## src/rtl/override_pkg.sv

```systemverilog
// Shared definitions for the override command path (controller and servo driver).
// Holds direction encodings, request/position widths, default timing constants,
// the request record type and the saturating position step helper.
package override_pkg;

  localparam int unsigned POS_W = 8;
  localparam int unsigned VAL_W = 8;
  localparam int unsigned REQ_W = 1 + VAL_W;

  localparam logic DIR_INC = 1'b0;
  localparam logic DIR_DEC = 1'b1;

  // Defaults sized for a 27 MHz system clock and a 20 ms servo frame.
  localparam int unsigned DEF_FRAME_CYCLES     = 540000;
  localparam int unsigned DEF_PULSE_MIN_CYCLES = 27000;
  localparam int unsigned DEF_STEP_CYCLES      = 105;
  localparam int unsigned DEF_CENTER_POS       = 128;
  localparam int unsigned DEF_MIN_POS          = 16;
  localparam int unsigned DEF_MAX_POS          = 240;
  localparam int unsigned DEF_MAX_SLEW         = 8;

  // One step/GO request as carried on the (dir, val, done) interface.
  typedef struct packed {
    logic             dir;
    logic [VAL_W-1:0] val;
  } req_t;

  // Apply a signed step to a position and saturate to [lo, hi].
  // Two guard bits keep pos+mag (up to 510) and pos-mag (down to -255) exact.
  function automatic logic [POS_W-1:0] step_pos(
    input logic [POS_W-1:0] pos,
    input logic             dir,
    input logic [VAL_W-1:0] mag,
    input logic [POS_W-1:0] lo,
    input logic [POS_W-1:0] hi
  );
    logic signed [POS_W+1:0] sum;
    if (dir == DIR_DEC) begin
      sum = $signed({2'b00, pos}) - $signed({2'b00, mag});
    end else begin
      sum = $signed({2'b00, pos}) + $signed({2'b00, mag});
    end
    if (sum < $signed({2'b00, lo})) begin
      return lo;
    end else if (sum > $signed({2'b00, hi})) begin
      return hi;
    end else begin
      return sum[POS_W-1:0];
    end
  endfunction

endpackage

```

## src/rtl/servo_pwm_gen.sv

```systemverilog
// Servo frame timebase: free-running frame counter, pulse compare and update tick.
// Ports:
//   clock, reset     - system clock, asynchronous active-low reset
//   pulse_width      - pulse length in clocks; owner changes it only at frame end
//   pwm              - registered servo pulse (lags the counter by one clock)
//   frame_tick       - high for the single cycle in which the counter is at its last value
module servo_pwm_gen
  import override_pkg::*;
#(
  parameter int unsigned FRAME_CYCLES = DEF_FRAME_CYCLES,
  parameter int unsigned CNT_W        = $clog2(FRAME_CYCLES)
) (
  input  logic             clock,
  input  logic             reset,
  input  logic [CNT_W-1:0] pulse_width,
  output logic             pwm,
  output logic             frame_tick
);

  localparam logic [CNT_W-1:0] LAST_CNT = CNT_W'(FRAME_CYCLES - 1);

  logic [CNT_W-1:0] count_q, count_d;
  logic             pwm_q, pwm_d;
  logic             tick_q, tick_d;

  // Next counter value, pulse level and update-cycle flag.
  always_comb begin
    count_d = count_q + CNT_W'(1);
    pwm_d   = 1'b0;
    tick_d  = 1'b0;
    if (count_q == LAST_CNT) begin
      count_d = '0;
    end
    // The update cycle is always low even for a degenerate full-frame width.
    if ((count_q < pulse_width) && (count_q != LAST_CNT)) begin
      pwm_d = 1'b1;
    end
    // Registered so the tick is high exactly while count_q sits on LAST_CNT.
    if (count_d == LAST_CNT) begin
      tick_d = 1'b1;
    end
  end

  always_ff @(posedge clock or negedge reset) begin
    if (!reset) begin
      count_q <= '0;
      pwm_q   <= 1'b0;
      tick_q  <= 1'b0;
    end else begin
      count_q <= count_d;
      pwm_q   <= pwm_d;
      tick_q  <= tick_d;
    end
  end

  assign pwm        = pwm_q;
  assign frame_tick = tick_q;

endmodule

```

## src/rtl/override_servo_driver.sv

```systemverilog
// Consumer of the override (dir, val, done) step/GO stream. Buffers one pending
// request, applies it once per servo frame to a saturating pan position, and
// drives the hobby-servo PWM pin from that position.
// Optional build macro: OVERRIDE_SLEW_EN limits each applied step to MAX_SLEW.
// Ports:
//   clock, reset  - system clock, asynchronous active-low reset
//   dir, val      - request direction (0 inc, 1 dec) and magnitude
//   done          - request valid, may be held high (GO mode)
//   pwm           - servo pulse
//   position      - applied pan position
//   at_min/at_max - position sits on a saturation limit (combinational)
//   frame_tick    - one-cycle pulse on the update cycle
//   overwrite     - one-cycle pulse when an unapplied pending request is replaced
module override_servo_driver
  import override_pkg::*;
#(
  parameter int unsigned      FRAME_CYCLES     = DEF_FRAME_CYCLES,
  parameter int unsigned      PULSE_MIN_CYCLES = DEF_PULSE_MIN_CYCLES,
  parameter int unsigned      STEP_CYCLES      = DEF_STEP_CYCLES,
  parameter logic [POS_W-1:0] CENTER_POS       = POS_W'(DEF_CENTER_POS),
  parameter logic [POS_W-1:0] MIN_POS          = POS_W'(DEF_MIN_POS),
  parameter logic [POS_W-1:0] MAX_POS          = POS_W'(DEF_MAX_POS),
  parameter logic [VAL_W-1:0] MAX_SLEW         = VAL_W'(DEF_MAX_SLEW)
) (
  input  logic             clock,
  input  logic             reset,
  input  logic             dir,
  input  logic [VAL_W-1:0] val,
  input  logic             done,
  output logic             pwm,
  output logic [POS_W-1:0] position,
  output logic             at_min,
  output logic             at_max,
  output logic             frame_tick,
  output logic             overwrite
);

  localparam int unsigned CNT_W     = $clog2(FRAME_CYCLES);
  localparam int unsigned RST_WIDTH = PULSE_MIN_CYCLES + 32'(CENTER_POS) * STEP_CYCLES;

  // Elaboration guard: the longest pulse must end before the update cycle.
  if (FRAME_CYCLES <= PULSE_MIN_CYCLES + 255 * STEP_CYCLES) begin : g_bad_frame
    $error("FRAME_CYCLES too short for the maximum pulse width");
  end
  if ((MIN_POS > CENTER_POS) || (CENTER_POS > MAX_POS) || (MAX_SLEW == '0)) begin : g_bad_pos
    $error("position limits or slew limit inconsistent");
  end

  req_t             in_req;
  req_t             pend_q, pend_d;
  logic             pend_valid_q, pend_valid_d;
  logic             overwrite_q, overwrite_d;
  logic [POS_W-1:0] pos_q, pos_d;
  logic [CNT_W-1:0] width_q, width_d;
  logic             update;
  logic             apply;
  req_t             src;
  logic [VAL_W-1:0] mag;

  assign in_req = req_t'({dir, val});

  servo_pwm_gen #(
    .FRAME_CYCLES (FRAME_CYCLES),
    .CNT_W        (CNT_W)
  ) u_pwm (
    .clock       (clock),
    .reset       (reset),
    .pulse_width (width_q),
    .pwm         (pwm),
    .frame_tick  (update)
  );

  // Pending-slot capture outside the update cycle; request application inside it.
  always_comb begin
    pend_d       = pend_q;
    pend_valid_d = pend_valid_q;
    overwrite_d  = 1'b0;
    pos_d        = pos_q;
    width_d      = width_q;
    apply        = 1'b0;
    src          = pend_q;
    mag          = '0;

    if (update) begin
      pend_valid_d = 1'b0;
      // A request on the update cycle bypasses (and discards) the pending slot.
      if (done) begin
        apply = 1'b1;
        src   = in_req;
      end else if (pend_valid_q) begin
        apply = 1'b1;
        src   = pend_q;
      end
`ifdef OVERRIDE_SLEW_EN
      mag = (src.val > MAX_SLEW) ? MAX_SLEW : src.val;
`else
      mag = src.val;
`endif
      if (apply) begin
        pos_d   = step_pos(pos_q, src.dir, mag, MIN_POS, MAX_POS);
        width_d = CNT_W'(PULSE_MIN_CYCLES) + CNT_W'(pos_d) * CNT_W'(STEP_CYCLES);
      end
    end else if (done) begin
      // Latest request wins; a val of 0 here acts as STOP.
      pend_d       = in_req;
      pend_valid_d = 1'b1;
      overwrite_d  = pend_valid_q;
    end
  end

  always_ff @(posedge clock or negedge reset) begin
    if (!reset) begin
      pend_q       <= '0;
      pend_valid_q <= 1'b0;
      overwrite_q  <= 1'b0;
      pos_q        <= CENTER_POS;
      width_q      <= CNT_W'(RST_WIDTH);
    end else begin
      pend_q       <= pend_d;
      pend_valid_q <= pend_valid_d;
      overwrite_q  <= overwrite_d;
      pos_q        <= pos_d;
      width_q      <= width_d;
    end
  end

  assign position   = pos_q;
  assign at_min     = (pos_q == MIN_POS);
  assign at_max     = (pos_q == MAX_POS);
  assign frame_tick = update;
  assign overwrite  = overwrite_q;

endmodule

```

## config.mk

```make
export PLATFORM = sky130hd
export DESIGN_NAME = override_servo_driver
export DESIGN_NICKNAME = d
export VERILOG_FILES = /design/src/rtl/override_pkg.sv /design/src/rtl/servo_pwm_gen.sv /design/src/rtl/override_servo_driver.sv
export SDC_FILE = /design/constraint.sdc
export NUM_CORES = 1
export LEC_CHECK = 0
export ABC_AREA = 1
export BUFFER_PORTS_ARGS = -buffer_cell sky130_fd_sc_hd__buf_2
export CORE_ASPECT_RATIO = 1.5
export CORE_MARGIN = 2
export CORE_UTILIZATION = 45
export DETAILED_ROUTE_END_ITERATION = 10
export GPL_TIMING_DRIVEN = 0
export PLACE_DENSITY_LB_ADDON = 0.1
export SLEW_MARGIN = 20
export SYNTH_ARGS = -nofsm -noshare
export SYNTH_HDL_FRONTEND = slang
export SYNTH_SLANG_ARGS = --single-unit
```

## constraint.sdc

```tcl
create_clock -name clock -period 7.2 [get_ports clock]
set_input_delay 0.36 -clock clock [delete_from_list [all_inputs] [get_ports clock]]
set_output_delay 0.36 -clock clock [all_outputs]
set_load 0.02 [all_outputs]
```

# == Word-level counts from Yosys, hierarchy flattened ==
# Index checks and enable logic that the tools add are counted.
# totals
register_bits,61
out_inout_bits,13
elab_cells,44
# op_classes
mul,1
eq_ne,5
mux,19
magnitude_cmp,3
addsub,4
n_reduce_logical,3
# op_table
operator,n
$eq A20 B20 Y1 const B,2
$mux W8,4
$mux W10,3
$add A20 B1 Y20 const B,1
$lt A20 B20 Y1,1
$mux W20,1
$ne A20 B20 Y1 const B,1
$mux W9,2
$add A15 B15 Y16 const A,1
$mul A8 B7 Y15 const B,1
$gt A10 B9 Y1 const B,1
$lt A10 B6 Y1 const B,1
$add A8 B8 Y9,1
$mux W1,9
$sub A8 B8 Y9,1
$eq A8 B5 Y1 const B,1
$eq A8 B8 Y1 const B,1
$reduce_and A2 Y1,1
$reduce_bool A2 Y1,1
$logic_and A1 B1 Y1,1

# == Longest topological paths before layout ==
# Gate-level depths: netlist of run 1.
# logic_depth
depth_word,13
depth_mapped,37
depth_no_buf,36

# == Modules after synthesis ==
# Synthesis of run 1 repeated with hierarchy kept, for this count alone.
# unflattened
hier_cells,758
hier_area_um2,5352.6
# modules_own_cells
mod,area_per_inst_um2,cells_per_inst,seq_area_each_um2,n_inst
override_servo_driver,3434.5,473,814.5,1
servo_pwm_gen,1918.1,285,550.5,1

# == Least setup slack after synthesis of run 1 ==
# No wires, ideal clock.
# synth_timing
path_kind,input -> register
startpoint,input done
endpoint,register width_q[12]
cell_stages,35
arrival_ps,5402
path_buffers,2
setup_time_ps,80
setup_slack_ps,1719
required_time_ps,7120
cell_sequence,buf_6 clkbuf_1 nand2_1 o21ai_0 inv_1 fa_1 nand2_1 nand2_1 nand2_1 nand2_1 nand3_1 nand2_1 inv_2 nand3_1 nor2_1 nand2_2 nand2_4 nor2_8 nand2_1 inv_1 ha_1 inv_1 fa_1 inv_1 fa_1 ha_1 ha_1 a21oi_1 o21ai_0 a21oi_1 nor2_1 o21ai_0 nand2_1 xor2_1 o21ai_0
# synth_via
elab_chain_len,13
elab_cells_between_ends,18
# synth_lines
item,line,rtl
from (decl),override_servo_driver.sv:29,"input logic done,"
$mux W9,--,
$mux W9,override_servo_driver.sv:84,if (update) begin
$add A8 B8 Y9 / $sub A8 B8 Y9 (equally long branches),"override_pkg.sv:41, override_pkg.sv:39",
$mux W10,override_pkg.sv:38,if (dir == DIR_DEC) begin
$mux W10,override_servo_driver.sv:99,if (apply) begin
$mux W10,override_servo_driver.sv:84,
$gt A10 B9 Y1,override_pkg.sv:45,"end else if (sum > $signed({2'b00, hi})) begin"
$mux W8,override_pkg.sv:45,
$mux W8,override_pkg.sv:43,"if (sum < $signed({2'b00, lo})) begin"
$mux W8,override_servo_driver.sv:99,
$mux W8,override_servo_driver.sv:84,
$mul A8 B7 Y15,override_servo_driver.sv:101,width_d = CNT_W'(PULSE_MIN_CYCLES) + CNT_W'(pos_d) * CNT_W'(STEP_CYCLES);
$add A15 B15 Y16,override_servo_driver.sv:101,
to (signal assigned),override_servo_driver.sv:117,width_q <= CNT_W'(RST_WIDTH);
to (signal assigned),override_servo_driver.sv:123,width_q <= width_d;
to (decl),override_servo_driver.sv:54,"logic [CNT_W-1:0] width_q, width_d;"
# Parallel ways exist; a longest one is shown, timed or not. The select of a mux whose other input is x is not followed.
# A chain may end at the register's enable or synchronous reset.

# == Final worst setup path of run 1 ==
# layout_timing
startpoint,register pend_q[6] (netlist bit)
endpoint,register width_q[12]
# layout_via
elab_chain_len,13
elab_cells_between_ends,15
# layout_lines
item,line,rtl
from (decl),override_servo_driver.sv:50,"req_t pend_q, pend_d;"
from (signal assigned),override_servo_driver.sv:119,pend_q <= pend_d;
$mux W9 *,--,
$mux W9 *,override_servo_driver.sv:84,
$add A8 B8 Y9 / $sub A8 B8 Y9 (equally long branches),"override_pkg.sv:41, override_pkg.sv:39",
$mux W10 *,override_pkg.sv:38,
$mux W10 *,override_servo_driver.sv:99,
$mux W10 *,override_servo_driver.sv:84,
$gt A10 B9 Y1,override_pkg.sv:45,
$mux W8,override_pkg.sv:45,
$mux W8 *,override_pkg.sv:43,
$mux W8 *,override_servo_driver.sv:99,
$mux W8 *,override_servo_driver.sv:84,
$mul A8 B7 Y15 *,override_servo_driver.sv:101,
$add A15 B15 Y16 *,override_servo_driver.sv:101,
# Mark *: on every way between the ends. The rest lies on a longest branch, timed or not. The select of a mux whose other input is x is not followed.

==> results of run 1 <==
==> per-layer routing <==
layer | global-route usage [%] | vias to the layer above | share of wire (%)
met1 | 21.9 | 2148 | 39
li1 | - | 2405 | -
met2 | 44.9 | 50 | 58
met4 | 7.63 | 0 | 2.4
met5 | 0 | - | 0
met3 | 2.22 | 22 | 1.6
==> final timing paths <==
check | from | endpoint | slack, ns | cells after the start
worst min-delay path | reset | u_pwm.count_q[18] | 0.11 | 1
max in group asynchronous | reset | position[6] | 6.63 | 1
worst min register to register | width_q[3] | width_q[3] | 0.47 | 2
min in group clock | val[1] | pend_q[1] | 0.33 | 3
worst max-delay path | pend_q[6] | width_q[12] | 1.17 | 31
worst max register to register | pend_q[6] | width_q[12] | 1.17 | 31
==> registers in the layout, summed over array words and instances, names as in the netlist <==
register / count
u_pwm.count_q: 20
width_q: 13
pend_q: 9
position: 8
overwrite: 1
pend_valid_q: 1
u_pwm.frame_tick: 1
u_pwm.pwm: 1
==> cells by family after synthesis <==
group	count (synthesis)	share of synthesized area, %
fa+ha+maj	84	21.4
simple gates	344	30.1
xor+xnor	10	1.67
compound gates	89	9.10
buf+inv	156	11.7
flops	54	26.0
==> final cells by class <==
class	count	area, µm²
Fill cell	1146	5740
Clock inverter	3	48.8
Multi-Input combinational cell	527	3270
Inverter	144	548
Tap cell	150	188
Buffer	12	67.6
Timing Repair Buffer	23	118
Clock buffer	5	125
Sequential cell	54	1370
==> critical path: cells and delay by family (launching register included) <==
kind,cells,cell delay [ns]
adders and majority gates,6,2.31
AOI/OAI and AO/OA,7,1.77
and+or+nand+nor,13,1.09
DFF,1,0.38
buffers and inverters,4,0.24
xor gates and xnor gates,1,0.14
==> metrics by stage <==
step	util (%)	total power, mW	area, µm²
after floorplan	-	1.69	5250
after global placement	48.4	1.99	5550
after detailed placement	48.4	2.02	5560
after CTS	49.9	2.33	5730
after global routing	49.9	2.61	5730
final	49.9	2.31	5730
==> cells in the final DEF, fill, tap and decap left out, drive strengths merged <==
cell type / netlist / layout
and3: 2 / 2
nor3b: 1 / 1
nor2: 63 / 63
dfrtp: 43 / 43
xor2: 8 / 8
o21bai: 1 / 1
o2111ai: 3 / 3
dfstp: 11 / 11
nor4: 3 / 3
nor3: 11 / 11
a221oi: 1 / 1
a21boi: 1 / 1
nand4: 10 / 10
clkinvlp: 0 / 1
clkbuf: 5 / 10
xnor2: 2 / 2
nand2: 189 / 189
ha: 74 / 74
fa: 10 / 10
nand3: 60 / 60
inv: 142 / 143
o21ai: 52 / 52
bufinv: 0 / 1
o211ai: 2 / 2
a31oi: 1 / 1
o31ai: 1 / 1
clkinv: 2 / 2
nand3b: 3 / 3
a21oi: 27 / 27
buf: 7 / 30
or2: 2 / 2
==> power by group through the flow <==
stage	Sequential [mW]	Clock (mW)	Combinational, mW
after global routing	0.394	0.310	1.91
final	0.388	0.292	1.63
after detailed placement	0.395	0	1.62
after CTS	0.389	0.301	1.64
after floorplan	0.391	0	1.30
after global placement	0.393	0	1.59
==> results.tsv, run 1 <==
stage	metric	value	unit
logic_synthesis	Syn Area/Cell	7.12	µm²
floorplan	FP Rows	48	
cells_and_area	Final #Nets	863	
cells_and_area	area delta synth->final	9.13	%
clocking	Clock Root Buffer	clkbuf_16	
pwr	Worst IR Drop VDD	222	µV
logic_synthesis	Synth area leaders	dfrtp_1 20%, ha_1 18%, nand2_1 13%	
detailed_routing	drt wl/cell	13.9	µm
logic_synthesis	register area share after synthesis	26.0	%
timing	final setup violation count	0	
logic_synthesis	most frequent cell after synthesis	nand2_1	
clocking	# hold bufs at CTS	0	
timing	Least-Margin Pin Slew	0.748	ns
place	Place WS	0.967	ns
setup_path	Arr. time, crit path	6.24	ns
setup_path	slowest CP cell	o21ai_0	
detailed_routing	DR DRC count	0	
clocking	Bufs on Longest Clock Path	2	
timing	hold slack final	0.114	ns
timing	setup_tns	0	ns
floorplan	DIE WIDTH	92.2	µm
cells_and_area	share of layout cells above drive strength 1	11.8	%
timing	max frequency	0.166	GHz
grt	Remaining Overflow, GRT	0	
detailed_routing	DR vias/cell	5.04	
place	sum of net half-perimeters after detailed placement	10300	µm
pwr	switching pwr	1.15	mW
timing	unrepaired setup endpoints after global routing	false	
cells_and_area	ant diodes	0	
detailed_routing	Initial DRC Count	121	
timing	final worst slack	1.17	ns
grt	antenna violations before repair	0	
detailed_routing	first-pass detailed-route iteration total	4	
hold_path	hold crit path type	input pin to asynchronous set/reset pin	
logic_synthesis	Post-Syn Nets	833	
setup_path	Crit path top cell by count	nand2_1	
timing	skew final	0.00585	ns
clocking	later-pin clock latency in the skew report	0.30	ns
detailed_routing	antenna-violating nets left	0	
logic_synthesis	Synth Register Bits	54	
floorplan	top-level port count	25	
grt	first-pass GRT wire length	21700	µm
pwr	Clk pwr share	12.6	%
logic_synthesis	Primary FF master, synth	dfrtp_1	
logic_synthesis	synth warn	0	
clocking	H-tree level count	2	
logic_synthesis	Synth area leader	dfrtp_1	
timing	Final Hold Fails	0	
pwr	switch share	49.7	%
flow_run	max_cap viols	0	
timing	Slew HR	49.6	%
setup_path	CP Capture Type	flop	
clocking	PostCTS Resize Cnt	0	
logic_synthesis	top cells by instance count after synthesis	176 x nand2_1, 130 x inv_1, 74 x ha_1, 57 x nand3_1, 55 x nor2_1	
floorplan	die height	136	µm
logic_synthesis	Post-Synthesis Cells	737	
setup_path	element type at the critical path start	flop	
logic_synthesis	Yosys cell types	44	
setup_path	Req. time, crit path	7.42	ns
detailed_routing	total wire length	12800	µm
grt	vias in the first global route	4709	
logic_synthesis	Netlist Area Pre-Place	5250	µm²
grt	GRT Util Overall	21.7	%
timing	minimum clock period	6.03	ns
logic_synthesis	Synth top area share	20.5	%
place	routability cong.	0.918	
clocking	clk sinks	54	
detailed_routing	vias post-DR	4625	
pwr	power per cell area	403	nW/µm²
clocking	Setup Buffers After CTS	0	
floorplan	Starting Density	45.8	%
pwr	Leak	3.19	nW
cells_and_area	final std cells w/o fill	918	
logic_synthesis	Post-synth EDFFs	0	
clocking	Reg clk slew, reported paths	0.08	ns
floorplan	Core ar.	11500	µm²
place	port bufs	23	
setup_path	peak fanout along the critical path	6	
setup_path	Setup CP Type	flop to flop	
floorplan	Total Die Area	12600	µm²
pwr	Gate power share	70.5	%
pwr	Seq pwr share	16.8	%
setup_path	critical path's largest stage delay	0.59	ns
grt	largest net degree at the start of global routing	55	
outcome	status	completed	
timing	Tcrit/Tclk final	83.7	%
pwr	internal power	1.16	mW
timing	Final Max Tran Viols	0	
logic_synthesis	async set-or-reset flop fraction in the synthesized netlist	100	%
clocking	CTS tree	built	
place	placed insts	910	
clocking	total CTS buffers	5	
No activity file was read; power rests on OpenSTA's default activity.
==> inputs of run 2 (changes only) <==
- ABC_AREA: 1 -> 0
- clock period: 7.2 -> 5.8 ns (I/O delays scaled with it)
==> run 2 against run 1 <==
The flow now finishes with violations (negative setup slack). Die area fell by 0.69%. Non-clock buffer count rose by 36. Combinational power barely moved. Register-to-register slack got worse by 1.5 ns. Utilization rose by 6.2 points. Largest power group unchanged.
==> results.tsv, run 2 <==
stage	metric	value	unit
hold_path	hold crit path type	input pin to asynchronous set/reset pin	
timing	unrepaired setup endpoints after global routing	true	
cells_and_area	Fillers	1019	
logic_synthesis	most frequent cell after synthesis	ha_1	
floorplan	DIE WIDTH	91.9	µm
pwr	internal power	1.35	mW
clocking	later-pin clock latency in the skew report	0.30	ns
logic_synthesis	Post-synth EDFFs	0	
flow_run	max_cap viols	0	
cells_and_area	ant diodes	0	
setup_path	Crit path top cell by count	ha_4	
outcome	failing checks	negative setup slack	
detailed_routing	antenna-violating nets left	0	
cells_and_area	Reg with most FFs	u_pwm.count_q	
pwr	power per cell area	361	nW/µm²
floorplan	Core ar.	11400	µm²
cells_and_area	commonest non-fill, non-tap cell in the layout	ha_1	
cells_and_area	post-layout instance area	6410	µm²
timing	max frequency	0.164	GHz
cells_and_area	share of layout cells above drive strength 1	26.3	%
cells_and_area	Regs by FF count	u_pwm.count_q: 20 flops, width_q: 13 flops, pend_q: 9 flops	
setup_path	reg-to-reg slack, setup	-0.29	ns
setup_path	Arr. time, crit path	6.33	ns
grt	vias in the first global route	4743	
logic_synthesis	Synth Register Bits	54	
timing	Final Hold Fails	0	
detailed_routing	vias post-DR	4528	
logic_synthesis	Synth area leaders	dfrtp_1 21%, ha_1 18%, dfstp_2 5.5%	
pwr	Gate power share	69.8	%
floorplan	top-level port count	25	
setup_path	slowest CP cell	fa_1	
clocking	Clock Root Buffer	clkbuf_16	
place	sum of net half-perimeters after detailed placement	10500	µm
grt	largest net degree at the start of global routing	55	
detailed_routing	first-pass detailed-route iteration total	4	
setup_path	crit path launch	pend_q[0]	
place	routability cong.	0.902	
pwr	Worst IR Drop VDD	264	µV
floorplan	FP Rows	48	
cells_and_area	Reg area	1370	µm²
logic_synthesis	Primary FF master, synth	dfrtp_1	
clocking	# hold bufs at CTS	0	
pwr	Clk pwr share	13.5	%
setup_path	element type at the critical path start	flop	
logic_synthesis	synth warn	0	
cells_and_area	area delta synth->final	23.0	%
floorplan	Total Die Area	12500	µm²
setup_path	CP Capture Type	flop	
grt	Remaining Overflow, GRT	0	
logic_synthesis	register area share after synthesis	26.2	%
logic_synthesis	Netlist Area Pre-Place	5210	µm²
cells_and_area	Final #Nets	732	
timing	skew final	0.00852	ns
clocking	total CTS buffers	5	
setup_path	r2r startpoint	pend_q[0]	
grt	first-pass GRT wire length	22900	µm
logic_synthesis	top cells by instance count after synthesis	74 x ha_1, 58 x inv_1, 43 x dfrtp_1, 42 x nand2_1, 40 x nor2_1	
clocking	H-tree level count	2	
setup_path	reg2reg end	width_q[15]	
cells_and_area	area of the multi-input gates	4030	µm²
setup_path	critical path's largest stage delay	0.58	ns
detailed_routing	total wire length	13900	µm
logic_synthesis	Yosys cell types	71	
detailed_routing	Initial DRC Count	144	
floorplan	die height	136	µm
timing	Tcrit/Tclk final	105	%
setup_path	Req. time, crit path	6.04	ns
logic_synthesis	Post-Synthesis Cells	579	
pwr	Seq pwr share	16.8	%
timing	final worst slack	-0.291	ns
logic_synthesis	Post-Syn Nets	675	
outcome	status	complete, but fails checks	
detailed_routing	DR vias/cell	5.76	
logic_synthesis	Syn Area/Cell	9.00	µm²
logic_synthesis	Synth area leader	dfrtp_1	
grt	GRT Util Overall	23.0	%
pwr	Leak	2.99	nW
clocking	CTS tree	built	
pwr	switch share	41.9	%
place	port bufs	24	
clocking	clk sinks	54	
place	Post-DP Area	5660	µm²
timing	Slew HR	39.0	%
cells_and_area	highest-count cells in the layout ignoring fill and taps	59 x ha_1, 52 x inv_1, 43 x dfrtp_1, 42 x nand2_1, 38 x nor2_1	
cells_and_area	max reg flops	20	
detailed_routing	drt wl/cell	17.7	µm
detailed_routing	DR DRC count	0	
timing	Final Max Tran Viols	0	
grt	antenna violations before repair	0	
setup_path	Setup CP Type	flop to flop	
cells_and_area	final std cells w/o fill	786	
logic_synthesis	async set-or-reset flop fraction in the synthesized netlist	100	%
logic_synthesis	Synth top area share	20.6	%
floorplan	Starting Density	45.7	%
clocking	Reg clk slew, reported paths	0.08	ns
setup_path	Worst R2R Path Depth	25	
cells_and_area	final core utilization	56.2	%
pwr	switching pwr	0.971	mW
setup_path	peak fanout along the critical path	4	
place	placed insts	753	
timing	Least-Margin Pin Slew	0.908	ns
timing	minimum clock period	6.09	ns
timing	final setup violation count	2	
clocking	Bufs on Longest Clock Path	2	
run 2: changes by cell type after synthesis, moves of 13 or more:
cell     before  now
nand2_1     176   42
nand3_1      57   19
nor2_1       55   40
inv_1       130   58
o21ai_0      40   24
a21o_1        0   14
xnor2_1       2   15
run 2: how the worst max path moves through the flow:
stage	end	slack (ns)	depth (start not counted)
5_1_grt	width_q[15]	-0.52	23
4_1_cts	width_q[15]	-0.28	23
3_5_place_dp	width_q[15]	-1.21	25
6_report	width_q[15]	-0.29	25
3_3_place_gp	width_q[15]	-1.11	25
2_1_floorplan	width_q[15]	-0.19	26
run 2: timing repair:
action                     in CTS  in global routing
setup buffers                  18                 10
resized for setup              40                 41
pin swaps                      17                 32
cloned                          1                  0
setup endpoints to repair       7                  7
run 2: per-stage QoR:
stage | setup TNS, ns | setup slack (ns) | hold slack, ns | power [mW]
3_5_place_dp | -5.70 | -1.21 | 0.400 | 1.66
5_1_grt | -1.07 | -0.515 | 0.107 | 2.54
3_3_place_gp | -4.99 | -1.11 | 0.472 | 1.63
4_1_cts | -0.477 | -0.281 | 0.0737 | 2.13
6_report | -0.355 | -0.291 | 0.0344 | 2.32
2_1_floorplan | -0.344 | -0.193 | -0.00559 | 1.42
run 2: area by class of cell:
type / instances / area share [%]
inverter: 58 / 3.40
clock buffer: 5 / 1.95
sequential: 54 / 21.3
buffer: 18 / 1.66
timing repair buffer: 53 / 5.74
tap: 150 / 2.93
clock inverter: 2 / 0.215
multi-input combinational: 446 / 62.8
run 2: critical path: cells and delay by family, from the launching register on:
kind / cells / cell delay [ns]
mux: 2 / 0.50
flops: 1 / 0.38
simple gates: 7 / 1.44
compound gates: 6 / 1.44
buf+inv: 3 / 0.12
fa+ha+maj: 7 / 2.16
run 2: kinds of logic after synthesis:
| family | synth area share (%) |
|---|---|
| and+or+nand+nor | 19.3 |
| AOI/OAI and AO/OA | 16.1 |
| adders and majority gates | 21.6 |
| buffers and inverters | 6.26 |
| DFF | 26.2 |
| xor gates and xnor gates | 5.35 |
| muxes | 5.23 |
run 2: per-layer routing:
layer | up-vias | GRT usage, % | part of all wire [%]
met5 | - | 0 | 0
met4 | 0 | 12.4 | 5.6
met3 | 41 | 2.44 | 1.9
met2 | 81 | 44.9 | 54
met1 | 2217 | 23.5 | 38
li1 | 2189 | - | -
run 2: power groups by stage:
stage / logic [mW] / clock network (mW) / registers, mW
3_3_place_gp: 1.24 / 0 / 0.393
6_report: 1.62 / 0.312 / 0.389
2_1_floorplan: 1.03 / 0 / 0.394
4_1_cts: 1.42 / 0.319 / 0.388
5_1_grt: 1.81 / 0.337 / 0.390
3_5_place_dp: 1.27 / 0 / 0.394
==> inputs of run 3 (changes only) <==
- CORE_MARGIN: 2 -> not set
- PLACE_DENSITY_LB_ADDON: 0.1 -> 0.08
==> run 3 against run 2 <==
The run still ends with negative setup slack left. Critical path type unchanged. Non-clock buffer count is 5 lower. Utilization is 0.24 points lower. Register-to-register slack hardly changed. Largest cell class unchanged. Clock power is 17% higher.
==> results.tsv, run 3 (synthesized netlist as in run 2, its figures left out) <==
stage	metric	value	unit
pwr	Leak	2.97	nW
clocking	Bufs on Longest Clock Path	2	
timing	unrepaired setup endpoints after global routing	true	
grt	antenna violations before repair	0	
place	routability cong.	0.932	
setup_path	Arr. time, crit path	6.34	ns
timing	Final Hold Fails	0	
cells_and_area	commonest non-fill, non-tap cell in the layout	ha_1	
grt	first-pass GRT wire length	21700	µm
hold_path	hold crit path type	input pin to asynchronous set/reset pin	
detailed_routing	drt wl/cell	16.8	µm
place	Place WS	-1.12	ns
cells_and_area	Reg with most FFs	u_pwm.count_q	
cells_and_area	Final #Nets	727	
timing	minimum clock period	6.10	ns
clocking	CTS tree	built	
timing	max frequency	0.164	GHz
flow_run	max_cap viols	0	
timing	Tcrit/Tclk final	105	%
detailed_routing	DR DRC count	0	
cells_and_area	area delta synth->final	19.9	%
pwr	power per cell area	369	nW/µm²
place	port bufs	24	
clocking	# hold bufs at CTS	0	
floorplan	die height	134	µm
detailed_routing	total wire length	13100	µm
timing	Final Max Tran Viols	0	
clocking	Reg clk slew, reported paths	0.08	ns
timing	final worst slack	-0.303	ns
cells_and_area	ant diodes	0	
cells_and_area	Fillers	1016	
setup_path	peak fanout along the critical path	5	
detailed_routing	vias post-DR	4425	
detailed_routing	first-pass detailed-route iteration total	4	
timing	final setup violation count	4	
grt	largest net degree at the start of global routing	55	
timing	skew final	0.0112	ns
outcome	status	complete, but fails checks	
floorplan	Total Die Area	12000	µm²
floorplan	Core ar.	11200	µm²
setup_path	Req. time, crit path	6.03	ns
pwr	Final Power	2.30	mW
cells_and_area	max reg flops	20	
clocking	total CTS buffers	5	
cells_and_area	share of layout cells above drive strength 1	24.1	%
setup_path	element type at the critical path start	flop	
setup_path	Setup CP Type	flop to flop	
pwr	Worst IR Drop VDD	245	µV
grt	vias in the first global route	4466	
grt	Remaining Overflow, GRT	0	
cells_and_area	Reg area	1370	µm²
cells_and_area	highest-count cells in the layout ignoring fill and taps	66 x ha_1, 54 x inv_1, 42 x nand2_1, 42 x dfrtp_1, 39 x nor2_1	
cells_and_area	area of the multi-input gates	3890	µm²
detailed_routing	DR vias/cell	5.68	
clocking	Clock Root Buffer	clkbuf_16	
outcome	failing checks	negative setup slack	
clocking	H-tree level count	2	
detailed_routing	Initial DRC Count	167	
detailed_routing	antenna-violating nets left	0	
cells_and_area	Regs by FF count	u_pwm.count_q: 20 flops, width_q: 13 flops, pend_q: 9 flops	
setup_path	CP Capture Type	flop	
floorplan	DIE WIDTH	89.9	µm
floorplan	top-level port count	25	
grt	GRT Util Overall	22.4	%
clocking	clk sinks	54	
timing	Slew HR	39.2	%
timing	Least-Margin Pin Slew	0.906	ns
clocking	later-pin clock latency in the skew report	0.30	ns
floorplan	Starting Density	46.7	%
place	sum of net half-perimeters after detailed placement	10200	µm
floorplan	FP Rows	47	
-- run 3: cell count changes in the layout (fill, tap and decap cells not counted), moves of 3 or more --
cell     change
buf_4        -7
buf_6        +3
ha_1         +7
ha_4         -8
mux2i_2      +3
mux2i_4      -3
-- run 3: cell type report --
| cell class | count | share of cell area, % |
|---|---|---|
| Multi-Input combinational cell | 446 | 62.2 |
| Sequential cell | 54 | 21.9 |
| Timing Repair Buffer | 46 | 4.66 |
| Inverter | 58 | 3.48 |
| Tap cell | 147 | 2.94 |
| Buffer | 20 | 2.06 |
| Clock buffer | 5 | 2.00 |
| Clock inverter | 3 | 0.780 |
-- run 3: path summary, 6_finish.rpt --
check                             from     endpoint  slack, ns  depth (start not counted)
max in group asynchronous        reset  position[0]       5.27                          1
setup reg to reg             pend_q[0]  width_q[15]      -0.30                         24
hold reg to reg            width_q[10]  width_q[10]       0.48                          2
hold / removal                   reset    pend_q[5]       0.02                          1
min in group clock              val[7]    pend_q[7]       0.23                          2
setup / recovery             pend_q[0]  width_q[15]      -0.30                         24
-- run 3: routing by layer --
layer / GRT usage, % / vias to the layer above / part of all wire (%)
met5: 0 / - / 0
met4: 12.8 / 0 / 5.7
met3: 2.38 / 37 / 2.2
met2: 42.4 / 84 / 54
met1: 24.1 / 2123 / 38
li1: - / 2181 / -
-- run 3: repair_timing --
| action | in CTS | in global routing |
|---|---|---|
| pin swaps | 25 | 14 |
| setup endpoints to repair | 7 | 8 |
| resized for setup | 26 | 38 |
| setup buffers | 12 | 10 |
-- run 3: worst max-delay path: stages, from the launching register on --
cell and delay [ns]:
dfrtp_1 0.38, mux2_4 0.30, ha_4 0.17, nor3b_4 0.15, o311a_1 0.38, a2111oi_4 0.37, nor3_1 0.08, or3_1 0.39
buf_6 0.15, or3_4 0.36, and3_4 0.17, ha_4 0.26, inv_2 0.03, fa_1 0.48, inv_2 0.04, fa_1 0.56
ha_4 0.22, ha_4 0.21, a21o_1 0.18, a221oi_2 0.33, a21oi_2 0.13, mux2i_2 0.19, o211ai_1 0.19, nor3_1 0.07
a211o_1 0.24
-- run 3: power breakdown --
| group | total [mW] | switching (mW) | leakage, nW | internal [mW] |
|---|---|---|---|---|
| Combinational | 1.55 | 0.793 | 2.23 | 0.759 |
| Sequential | 0.388 | 0.00451 | 0.652 | 0.383 |
| Clock | 0.365 | 0.158 | 0.0819 | 0.207 |
| Total | 2.30 | 0.955 | 2.97 | 1.35 |
-- run 3: stage by stage --
| stage | std cells | utilization (%) | area (µm²) | TNS [ns] | hold slack, ns |
|---|---|---|---|---|---|
| global placement | 750 | 50.6 | 5650 | -4.67 | 0.472 |
| global route | 779 | 56.0 | 6250 | -1.68 | 0.111 |
| detailed placement | 750 | 50.6 | 5650 | -4.76 | 0.400 |
| floorplan | 579 | - | 5350 | -0.344 | -0.00559 |
| finish | 779 | 56.0 | 6250 | -0.663 | 0.0249 |
| CTS | 770 | 54.2 | 6060 | -0.784 | 0.0682 |
